==> config.mk <==
export PLATFORM = sky130hd
export DESIGN_NAME = pwm_shift_sequencer
export DESIGN_NICKNAME = d
export VERILOG_FILES = /design/src/rtl/pwm_shift_sequencer.sv
export SDC_FILE = /design/constraint.sdc
export NUM_CORES = 1
export LEC_CHECK = 0
export CELL_PAD_IN_SITES_DETAIL_PLACEMENT = 2
export CELL_PAD_IN_SITES_GLOBAL_PLACEMENT = 2
export CORE_MARGIN = 3
export CORE_UTILIZATION = 39
export DETAILED_ROUTE_END_ITERATION = 8
export PLACE_DENSITY_LB_ADDON = 0.25
export REMOVE_ABC_BUFFERS = 1
export SETUP_SLACK_MARGIN = 0.5
export SLEW_MARGIN = 15
export SYNTH_ARGS = -nofsm -noshare
export SYNTH_HDL_FRONTEND = slang
export SYNTH_SLANG_ARGS = --single-unit
==> constraint.sdc <==
create_clock -name clk -period 4.05 [get_ports clk]
set_input_delay 0.405 -clock clk [delete_from_list [all_inputs] [get_ports clk]]
set_output_delay 0.405 -clock clk [all_outputs]
set_load 0.1 [all_outputs]
==> src/rtl/pwm_shift_sequencer.sv <==
// rtl/pwm_shift_sequencer.sv - serial PWM sequencer for an external shift register with output latch
module pwm_shift_sequencer #(
   parameter int CHANNELS = 8,
   parameter int CNT_W    = 8,
   parameter int PERIOD   = 100
) (
   input  logic                        clk,
   input  logic                        reset,
   input  logic                        en,
   input  logic                        cfg_valid,
   output logic                        cfg_ready,
   input  logic [$clog2(CHANNELS)-1:0] cfg_chan,
   input  logic [CNT_W-1:0]            cfg_duty,
   input  logic                        cfg_commit,
   output logic                        sr_data,
   output logic                        sr_clk,
   output logic                        sr_latch,
   output logic                        period_done,
   output logic                        busy
);

   localparam int IDX_W = $clog2(CHANNELS);
   localparam logic [IDX_W-1:0] IDX_TOP  = IDX_W'(CHANNELS - 1);
   localparam logic [CNT_W-1:0] CNT_LAST = CNT_W'(PERIOD - 1);

   typedef enum logic [1:0] {IDLE, SETUP, SHIFT_HI, LATCH} state_t;

   state_t           state;
   logic [CNT_W-1:0] counter;
   logic [IDX_W-1:0] idx;
   logic [CNT_W-1:0] shadow [CHANNELS];
   logic [CNT_W-1:0] active [CHANNELS];
   logic             commit_pending;

   logic             cfg_accept;
   logic             wrap;
   logic [CNT_W-1:0] cnt_next;
   logic [CNT_W-1:0] top_duty_next;
   logic [CNT_W-1:0] idle_top_duty;
   logic [CNT_W-1:0] next_idx_duty;

   // Duties the first SETUP of the coming step will see, including a transfer landing on the same edge
   always_comb begin
      cfg_accept    = cfg_valid & ~commit_pending;
      wrap          = (counter == CNT_LAST);
      cnt_next      = wrap ? '0 : counter + 1'b1;
      top_duty_next = (wrap && commit_pending) ? shadow[IDX_TOP] : active[IDX_TOP];
      idle_top_duty = commit_pending ? shadow[IDX_TOP] : active[IDX_TOP];
      next_idx_duty = active[idx - 1'b1];
   end

   assign cfg_ready = ~commit_pending;

   always_ff @(posedge clk) begin
      if (reset) begin
         state          <= IDLE;
         counter        <= '0;
         idx            <= IDX_TOP;
         commit_pending <= 1'b0;
         sr_data        <= 1'b0;
         sr_clk         <= 1'b0;
         sr_latch       <= 1'b0;
         period_done    <= 1'b0;
         busy           <= 1'b0;
         for (int i = 0; i < CHANNELS; i++) begin
            shadow[i] <= '0;
            active[i] <= '0;
         end
      end else begin
         case (state)
            IDLE: begin
               if (commit_pending) begin
                  active         <= shadow;
                  commit_pending <= 1'b0;
               end
               if (en) begin
                  state   <= SETUP;
                  busy    <= 1'b1;
                  sr_data <= (counter < idle_top_duty);
               end
            end
            SETUP: begin
               state  <= SHIFT_HI;
               sr_clk <= 1'b1;
            end
            SHIFT_HI: begin
               sr_clk <= 1'b0;
               if (idx == '0) begin
                  state       <= LATCH;
                  sr_latch    <= 1'b1;
                  sr_data     <= 1'b0;
                  idx         <= IDX_TOP;
                  period_done <= wrap;
               end else begin
                  state   <= SETUP;
                  idx     <= idx - 1'b1;
                  sr_data <= (counter < next_idx_duty);
               end
            end
            LATCH: begin
               sr_latch    <= 1'b0;
               period_done <= 1'b0;
               counter     <= cnt_next;
               if (wrap && commit_pending) begin
                  active         <= shadow;
                  commit_pending <= 1'b0;
               end
               if (en) begin
                  state   <= SETUP;
                  sr_data <= (cnt_next < top_duty_next);
               end else begin
                  state <= IDLE;
                  busy  <= 1'b0;
               end
            end
            default: state <= IDLE;
         endcase

         // Accept only happens with nothing pending, so it never races the transfer clear above
         if (cfg_accept) begin
            if (int'(cfg_chan) < CHANNELS) shadow[cfg_chan] <= cfg_duty;
            if (cfg_commit) commit_pending <= 1'b1;
         end
      end
   end

endmodule

# After elaboration in Yosys (flattened, before gate mapping)
# Cells that the tools add are included.
# Widths: inputs -> output; s select.
totals:
  register_bits: 147
  input_bits: 16
  output_inout_bits: 6
op_classes:
  n_addsub: 2
  n_lt_le_gt_ge: 6
  n_eq_ne: 10
  mux: 33
  bitwise_logic: 4
  n_reduce_logical: 12
ops:
  columns: ["op", "count"]
  rows:
  - ["$mux 64", 2]
  - ["$pmux 64 s2", 1]
  - ["$bwmux 64", 1]
  - ["$mux 8", 6]
  - ["$bmux 8 s3", 1]
  - ["$demux 8 s3", 1]
  - ["$lt 8x8->1", 3]
  - ["$ne 2x2->1 const B", 6]
  - ["$mux 1", 11]
  - ["$pmux 1 s2", 5]
  - ["$reduce_and 3->1", 3]
  - ["$add 8x1->8 const B", 1]
  - ["$eq 8x7->1 const B", 1]
  - ["$ge 4x4->1 const B", 2]
  - ["$not 3->4", 2]
  - ["$pmux 2 s4", 1]
  - ["$reduce_bool 2->1", 3]
  - ["$eq 2x2->1 const B", 2]
  - ["$lt 4x1->1 const B", 1]
  - ["$mux 2", 2]
  - ["$logic_not 3->1", 1]
  - ["$mux 3", 1]
  - ["$pmux 1 s3", 1]
  - ["$reduce_bool 3->1", 1]
  - ["other kinds (7)", 8]

# Depth between registers and ports, before layout
# Gate-level depths: netlist of run 1.
logic_depth:
  word_depth: 8
  mapped_depth: 14

# Worst setup path before layout of run 1
# Ideal clock, no wire load.
synth_timing:
  path_type: "register to register"
  start: "reg idx[0]"
  end: "reg sr_data"
  setup_ns: 0.079
  t_arrival_ns: 3.393
  t_required_ns: 3.971
  slack_ns: 0.578
  path_stages_with_launch: 15
  path_buffers: 4
  synth_period_minus_slack_ns: 3.472
  path_cell_list: "dfxtp_1 -> buf_2 -> buf_2 -> inv_1 -> ha_1 -> buf_2 -> buf_1 -> mux4_2 -> mux2i_1 -> ha_1 -> a211oi_1 -> o2111ai_1 -> a2111oi_0 -> a32oi_1 -> a211oi_2"
synth_via:
  elab_chain_len: 8
  word_cells_on_any_way: 9
synth_rtl:
  columns: ["item", "line_no", "source"]
  rows:
  - ["start: declaration", "30", "logic [IDX_W-1:0] idx;"]
  - ["start signal: assignment", "96", "idx <= idx - 1'b1;"]
  - ["$sub 3x1->3", "49", "next_idx_duty = active[idx - 1'b1];"]
  - ["$not 3->4 (not written as such)", "49", null]
  - ["$bmux 8 s3", "49", null]
  - ["$mux 8 (not written as such) (2 in series)", "49", null]
  - ["$lt 8x8->1", "97", "sr_data <= (counter < next_idx_duty);"]
  - ["$mux 1 (*)", "88", "if (idx == '0) begin"]
  - ["$pmux 1 s3 (*)", "70", "case (state)"]
  - ["end signal: assignment", "79", "sr_data <= (counter < idle_top_duty);"]
  - ["end signal: assignment", "97", null]
  - ["end signal: assignment", "110", "sr_data <= (cnt_next < top_duty_next);"]
  - ["end: declaration", "15", "output logic sr_data,"]
# Every way passes the cells marked *; elsewhere a longest branch is shown, timed or not. The select of a mux whose other input is x is not followed.
# A chain may end at the register's enable or synchronous reset.

# Worst setup path after layout of run 1
layout_timing:
  start: "reg idx[1]"
  end: "reg sr_data"
# Same word-level chain as after synthesis.

==> results of run 1 <==
## cells in the mapped netlist (9+ instances only)
cell type / number
nand2_1: 141
inv_1: 10
dfxtp_1: 147
mux2i_1: 89
nor2_1: 96
a21oi_1: 73
buf_6: 9
ha_1: 29
o21ai_0: 11
buf_2: 16
clkbuf_1: 24
mux4_2: 16
## power breakdown
group          internal [uW]  switching, uW
logic                    169            419
registers               1480           37.5
clock network            962            638
total                   2610           1090
## stage by stage
stage	setup slack, ps	total power [uW]	instances	area, um2
after floorplan	583.2	1888	689	6484
after global placement	1004	2118	940	7066
after detailed placement	835.9	2145	940	7066
after CTS	824.8	3743	969	7650
after global routing	538.7	3865	969	7650
final	796.4	3709	969	7650
## layer usage
layer	vias up	GRT usage	wire [um]
li1	2534	-	-
met1	2760	0.2939	9573
met2	60	0.3853	10080
met3	24	0.03762	424
met4	0	0.07245	333
met5	-	0	0
## layout by cell type, fill, tap and decap left out, types with 10 or more instances in the layout
master,synthesis,final
nor2_1,96,96
nand2_1,141,141
clkdlybuf4s50_1,0,20
clkbuf_16,0,17
mux4_2,16,16
dfxtp_1,147,147
buf_4,1,10
mux2i_1,89,89
ha_1,29,29
a21oi_1,73,73
inv_1,10,10
o21ai_0,11,11
## critical path, stage by stage (launching register included)
cell       delay [ps]
dfxtp_1           370
inv_1             100
ha_1              570
mux4_2            390
mux2i_1           180
ha_1              270
a211oi_1          220
o2111ai_1         210
a2111oi_0         510
a32oi_1           140
a211oi_2          200
## worst max-delay path by stage
| stage | endpoint | slack (ps) | cells past startpoint |
|---|---|---|---|
| finish | sr_data$_SDFFE_PP0P_ | 800 | 10 |
| global route | sr_data$_SDFFE_PP0P_ | 540 | 9 |
| CTS | sr_data$_SDFFE_PP0P_ | 820 | 9 |
| detailed placement | sr_data$_SDFFE_PP0P_ | 840 | 9 |
| global placement | sr_data$_SDFFE_PP0P_ | 1000 | 9 |
| floorplan | sr_data$_SDFFE_PP0P_ | 580 | 10 |
## final cells by class
type,instances,share of cell area
Multi-Input combinational cell,532,0.4594
Sequential cell,147,0.3847
Clock buffer,17,0.05561
Timing Repair Buffer,31,0.03860
Tap cell,220,0.03598
Clock inverter,12,0.02077
Inverter,10,0.004907
## sequential cells by signal, indices dropped and copies added (netlist names)
register,flops
idx,3
state,2
sr_latch,1
busy,1
active,64
commit_pending,1
sr_data,1
counter,8
period_done,1
sr_clk,1
shadow,64
## cells by family (layout without fill, tap and decap cells)
group           Yosys count  after routing
xor+xnor                  9              9
flops                   147            147
simple gates            273            273
compound gates          115            115
mux                     106            106
buf+inv                  62             70
fa+ha+maj                29             29
==> results by group, run 1 <==
Place
  – HPWL Detailed: 14090 um
  – Port bufs: 21
  – GPL Wtd Cong: 0.8157

Yosys
  – Top-area cell type share of the netlist area: 0.4347
  – Post-synth top area cell: dfxtp_1
  – Mapped cell area: 0.006770 mm2
  – Largest family of logic cells by synthesized area: multiplexers
  – Post-synthesis xor/xnor area fraction: 0.01275
  – Simple-Gate Fraction of Synth Area: 0.1652
  – Top cells by area, synth: dfxtp_1 (43%), mux2i_1 (13%), nand2_1 (7.8%), a21oi_1 (5.4%), ha_1 (5.4%)
  – Share of synthesized registers carrying an async set or reset: 0
  – Post-Syn Area per Cell: 9.137 um2
  – Syn Inst Count: 741
  – Post-synth cell types: 52
  – Multiplexer area fraction after synthesis: 0.1865
  – Yosys reg bits: 147
  – Most used DFF post-synth: dfxtp_1
  – Seq/Total Area, Yosys: 0.4347
  – Synth warn: 0
  – Synth Area in Adders: 0.05359
  – Synth Area in Compound Gates: 0.09943
  – EDFF count, synth: 0

Clock network
  – CTS Buffer Depth: 2
  – Post-CTS Setup Repair Bufs: 0
  – Clock Pin Slew Worst Setup and Hold Paths: 60 ps
  – Clock Tree Root: clkbuf_16
  – TritonCTS sink count: 147
  – H-tree lvl count: 4
  – Num CTS Buffers: 17
  – Clk Latency, worst-skew pair: 430 ps
  – CTS resizes: 0
  – Hold buffer count at CTS: 0
  – CTS tree: yes

Final layout
  – Share of cells above drive strength 1: 0.09079
  – Final nets: 784
  – Register area: 0.002943 mm2
  – Multi-input logic area: 0.003515 mm2
  – Area delta synth->final: 12.99%
  – N_diodes: 0
  – Fill cell count: 1800
  – Final core occ: 0.4564

Setup path
  – Reg2reg start: idx[1]$_SDFFE_PP1P_
  – Worst EP required: 4390 ps
  – Worst Setup SP: idx[1]$_SDFFE_PP1P_
  – R2R depth: 10
  – Worst R2R Setup Slack: 800 ps
  – Endpoint class of the critical path: flip-flop
  – Crit Path Category: reg -> reg
  – CP arrival: 3590 ps
  – Worst flop-to-flop path endpoint: sr_data$_SDFFE_PP0P_
  – Crit start category: flip-flop
  – CP max FO: 10

Drt
  – Routed Antenna Nets: 0
  – TritonRoute pass-1 iters: 4
  – Drt via density: 5.550
  – DRC: 0
  – Routed WL per cell: 21.07 um
  – Initial DRC count: 377
  – Vias: 5378
  – DRT Wirelength: 20420 um

Timing
  – Fmax: 0.3074 GHz
  – Setup TNS: 0 ps
  – Count of final setup violators: 0
  – Clock Skews: 13.19 ps
  – Max Slew Vio Count: 0
  – Hold Slack: 457.2 ps
  – RSZ-0062 raised after global routing: no
  – Crit path time final: 3254 ps
  – Worst slew pin tran: 969.9 ps
  – Fin crit share: 0.8034
  – Final Hold Vio Count: 0
  – Slew HR: 0.3514

Floorplan
  – Core area: 0.01676 mm2
  – Initial Utilization: 0.4040
  – Die area: 0.01898 mm2
  – DIE HEIGHT: 137.8 um
  – Die width: 137.8 um
  – Number of I/O pins: 22
  – Row cnt: 47

Global route
  – Tot GR Track Use: 0.2267
  – Initial antenna violation count: 0
  – Gr ovfl total: 0
  – Vias in the first global route: 5976
  – Largest net degree at the start of global routing: 77
  – First-pass GRT wire length: 32680 um

Run
  – Max_cap viols: 0

Power and ir drop
  – Maximum vdd drop: 0.2924 mV
  – Power per cell area: 484.9 mW/mm2
  – Pleak: 0.003020 uW

Worst hold path
  – Worst Hold Launch: active[21]$_SDFFE_PP0P_
  – Hold path depth: 2
  – Sink of the worst hold path: active[21]$_SDFFE_PP0P_
  – Worst Hold Class: reg -> reg

Run status
  – Status: completed
(Power assumes the default switching activity.)
==> run 2: changes to the inputs <==
CORE_UTILIZATION = 35   (was 39)
clock period = 2.7 ns   (was 4.05 ns; I/O delays follow)
==> run 2 against run 1 <==
  * The flow now finishes with violations (negative setup slack)
  * Global-route usage fell by 1.5 points
  * Worst hold slack got worse by 170 ps
  * Clock skew down 0.88 ps
  * Critical endpoint unchanged
  * Largest power group unchanged
==> results by group, run 2 (same netlist as run 1, synthesis figures left out) <==
Drt
  – Vias: 5547
  – Drt via density: 5.273
  – Routed WL per cell: 21.36 um
  – TritonRoute pass-1 iters: 4
  – DRT Wirelength: 22470 um
  – DRC: 0
  – Initial DRC count: 241
  – Routed Antenna Nets: 0

Setup path
  – CP max FO: 5
  – CP Cell Sequence: inv_2, ha_4, buf_12, buf_6, mux4_2, mux2i_2, ha_1, a2111oi_4, a32oi_1, a211oi_2
  – Max incr delay on CP: 490 ps
  – Reg2reg start: idx[0]$_SDFFE_PP1P_
  – Endpoint class of the critical path: flip-flop
  – Crit start category: flip-flop
  – Worst flop-to-flop path endpoint: sr_data$_SDFFE_PP0P_
  – Critical-path top delay cell: mux4_2
  – Crit Path Category: reg -> reg
  – Worst R2R Setup Slack: -70 ps
  – CP arrival: 3130 ps
  – Worst EP required: 3060 ps
  – R2R depth: 10

Power and ir drop
  – Total power: 5755 uW
  – Maximum vdd drop: 0.4362 mV
  – Pleak: 0.003239 uW
  – Power per cell area: 703.8 mW/mm2

Place
  – Port bufs: 21
  – HPWL Detailed: 14360 um
  – Pre-CTS WS: -249.1 ps
  – GPL Wtd Cong: 0.7941

Clock network
  – H-tree lvl count: 4
  – Clock Tree Root: clkbuf_16
  – Clk Latency, worst-skew pair: 440 ps
  – CTS Buffer Depth: 2
  – Hold buffer count at CTS: 0
  – Num CTS Buffers: 17
  – Clock Pin Slew Worst Setup and Hold Paths: 70 ps
  – CTS tree: yes
  – TritonCTS sink count: 147

Final layout
  – Most frequent cells in the layout: dfxtp_1 (145), nand2_1 (141), nor2_1 (95)
  – Most common cell after layout, fill and taps aside: dfxtp_1
  – Final nets: 824
  – Fill cell count: 2028
  – N_diodes: 0
  – Top flop regs: active x64, shadow x64, counter x8
  – Area delta synth->final: 20.77%
  – Final core occ: 0.4342
  – Share of cells above drive strength 1: 0.1679

Worst hold path
  – Sink of the worst hold path: shadow[51]$_SDFFE_PP0P_
  – Worst Hold Launch: reset
  – Hold path depth: 2
  – Worst Hold Class: in -> reg

Floorplan
  – Initial Utilization: 0.3595
  – Row cnt: 50
  – Die width: 145.1 um
  – DIE HEIGHT: 145.1 um
  – Die area: 0.02105 mm2
  – Number of I/O pins: 22
  – Core area: 0.01883 mm2

Run
  – Max_cap viols: 0

Timing
  – Count of final setup violators: 1
  – Hold Slack: 288.1 ps
  – Slew HR: 0.6578
  – Crit path time final: 2770 ps
  – Worst slew pin tran: 513.3 ps
  – Max Slew Vio Count: 0
  – Fin crit share: 1.026
  – Fmax: 0.3610 GHz
  – RSZ-0062 raised after global routing: yes
  – Final Hold Vio Count: 0
  – Clock Skews: 12.31 ps
  – Final Worst Setup Slack: -70.06 ps

Global route
  – Gr ovfl total: 0
  – Initial antenna violation count: 0
  – First-pass GRT wire length: 34990 um
  – Vias in the first global route: 6203
  – Largest net degree at the start of global routing: 75
  – Tot GR Track Use: 0.2116

Run status
  – Status: finished, violations left
  – Violated checks: negative setup slack
-- run 2: per-stage QoR --
stage / setup TNS, ps / cell area (um2) / instances
floorplan: -1561 / 6484 / 689
global placement: -31.91 / 7368 / 1009
detailed placement: -249.1 / 7368 / 1009
CTS: -26.02 / 8085 / 1048
global route: -209.4 / 8177 / 1052
finish: -70.06 / 8177 / 1052
-- run 2: cell type report --
| class | count | area, um2 | share of cell area |
|---|---|---|---|
| Clock inverter | 14 | 141.4 | 0.01729 |
| Clock buffer | 18 | 429.2 | 0.05249 |
| Multi-Input combinational cell | 532 | 3601 | 0.4404 |
| Tap cell | 260 | 325.3 | 0.03979 |
| Sequential cell | 147 | 2945 | 0.3602 |
| Timing Repair Buffer | 71 | 696.9 | 0.08523 |
| Inverter | 10 | 37.54 | 0.004591 |
-- run 2: where the power goes --
group / internal (uW) / total (uW) / switching [uW]
Clock: 1300 / 2370 / 1070
Sequential: 2230 / 2280 / 49.6
Combinational: 383 / 1110 / 730
Total: 3900 / 5750 / 1850
-- run 2: routing by layer --
layer	vias to the layer above	routed length, um	GRT usage
met1	2834	9935	0.2546
met3	35	560	0.04341
met2	65	11580	0.3763
met5	-	0	0
li1	2613	-	-
met4	0	389	0.07170
-- run 2: worst max path at each step --
stage | from | end | slack, ps | cells after the start
after CTS | idx[0]$_SDFFE_PP1P_ | sr_data$_SDFFE_PP0P_ | -30 | 10
after floorplan | idx[0]$_SDFFE_PP1P_ | sr_data$_SDFFE_PP0P_ | -770 | 10
after global routing | idx[0]$_SDFFE_PP1P_ | sr_data$_SDFFE_PP0P_ | -210 | 13
after detailed placement | idx[1]$_SDFFE_PP1P_ | sr_data$_SDFFE_PP0P_ | -250 | 10
final | idx[0]$_SDFFE_PP1P_ | sr_data$_SDFFE_PP0P_ | -70 | 10
after global placement | idx[0]$_SDFFE_PP1P_ | sr_data$_SDFFE_PP0P_ | -30 | 10
-- run 2: timing repair --
action,in CTS,in global routing
gates resized for setup,21,5
gates cloned,1,2
endpoints found under the setup margin,1,64
pin swaps,12,1
buffers inserted,6,2
-- run 2: worst max-delay path: cells and delay by family, from the launching register on --
family / cells / cell delay (ps)
AOI/OAI and AO/OA: 3 / 700
adders and majority gates: 2 / 630
buffers and inverters: 3 / 280
DFF: 1 / 350
muxes: 2 / 710
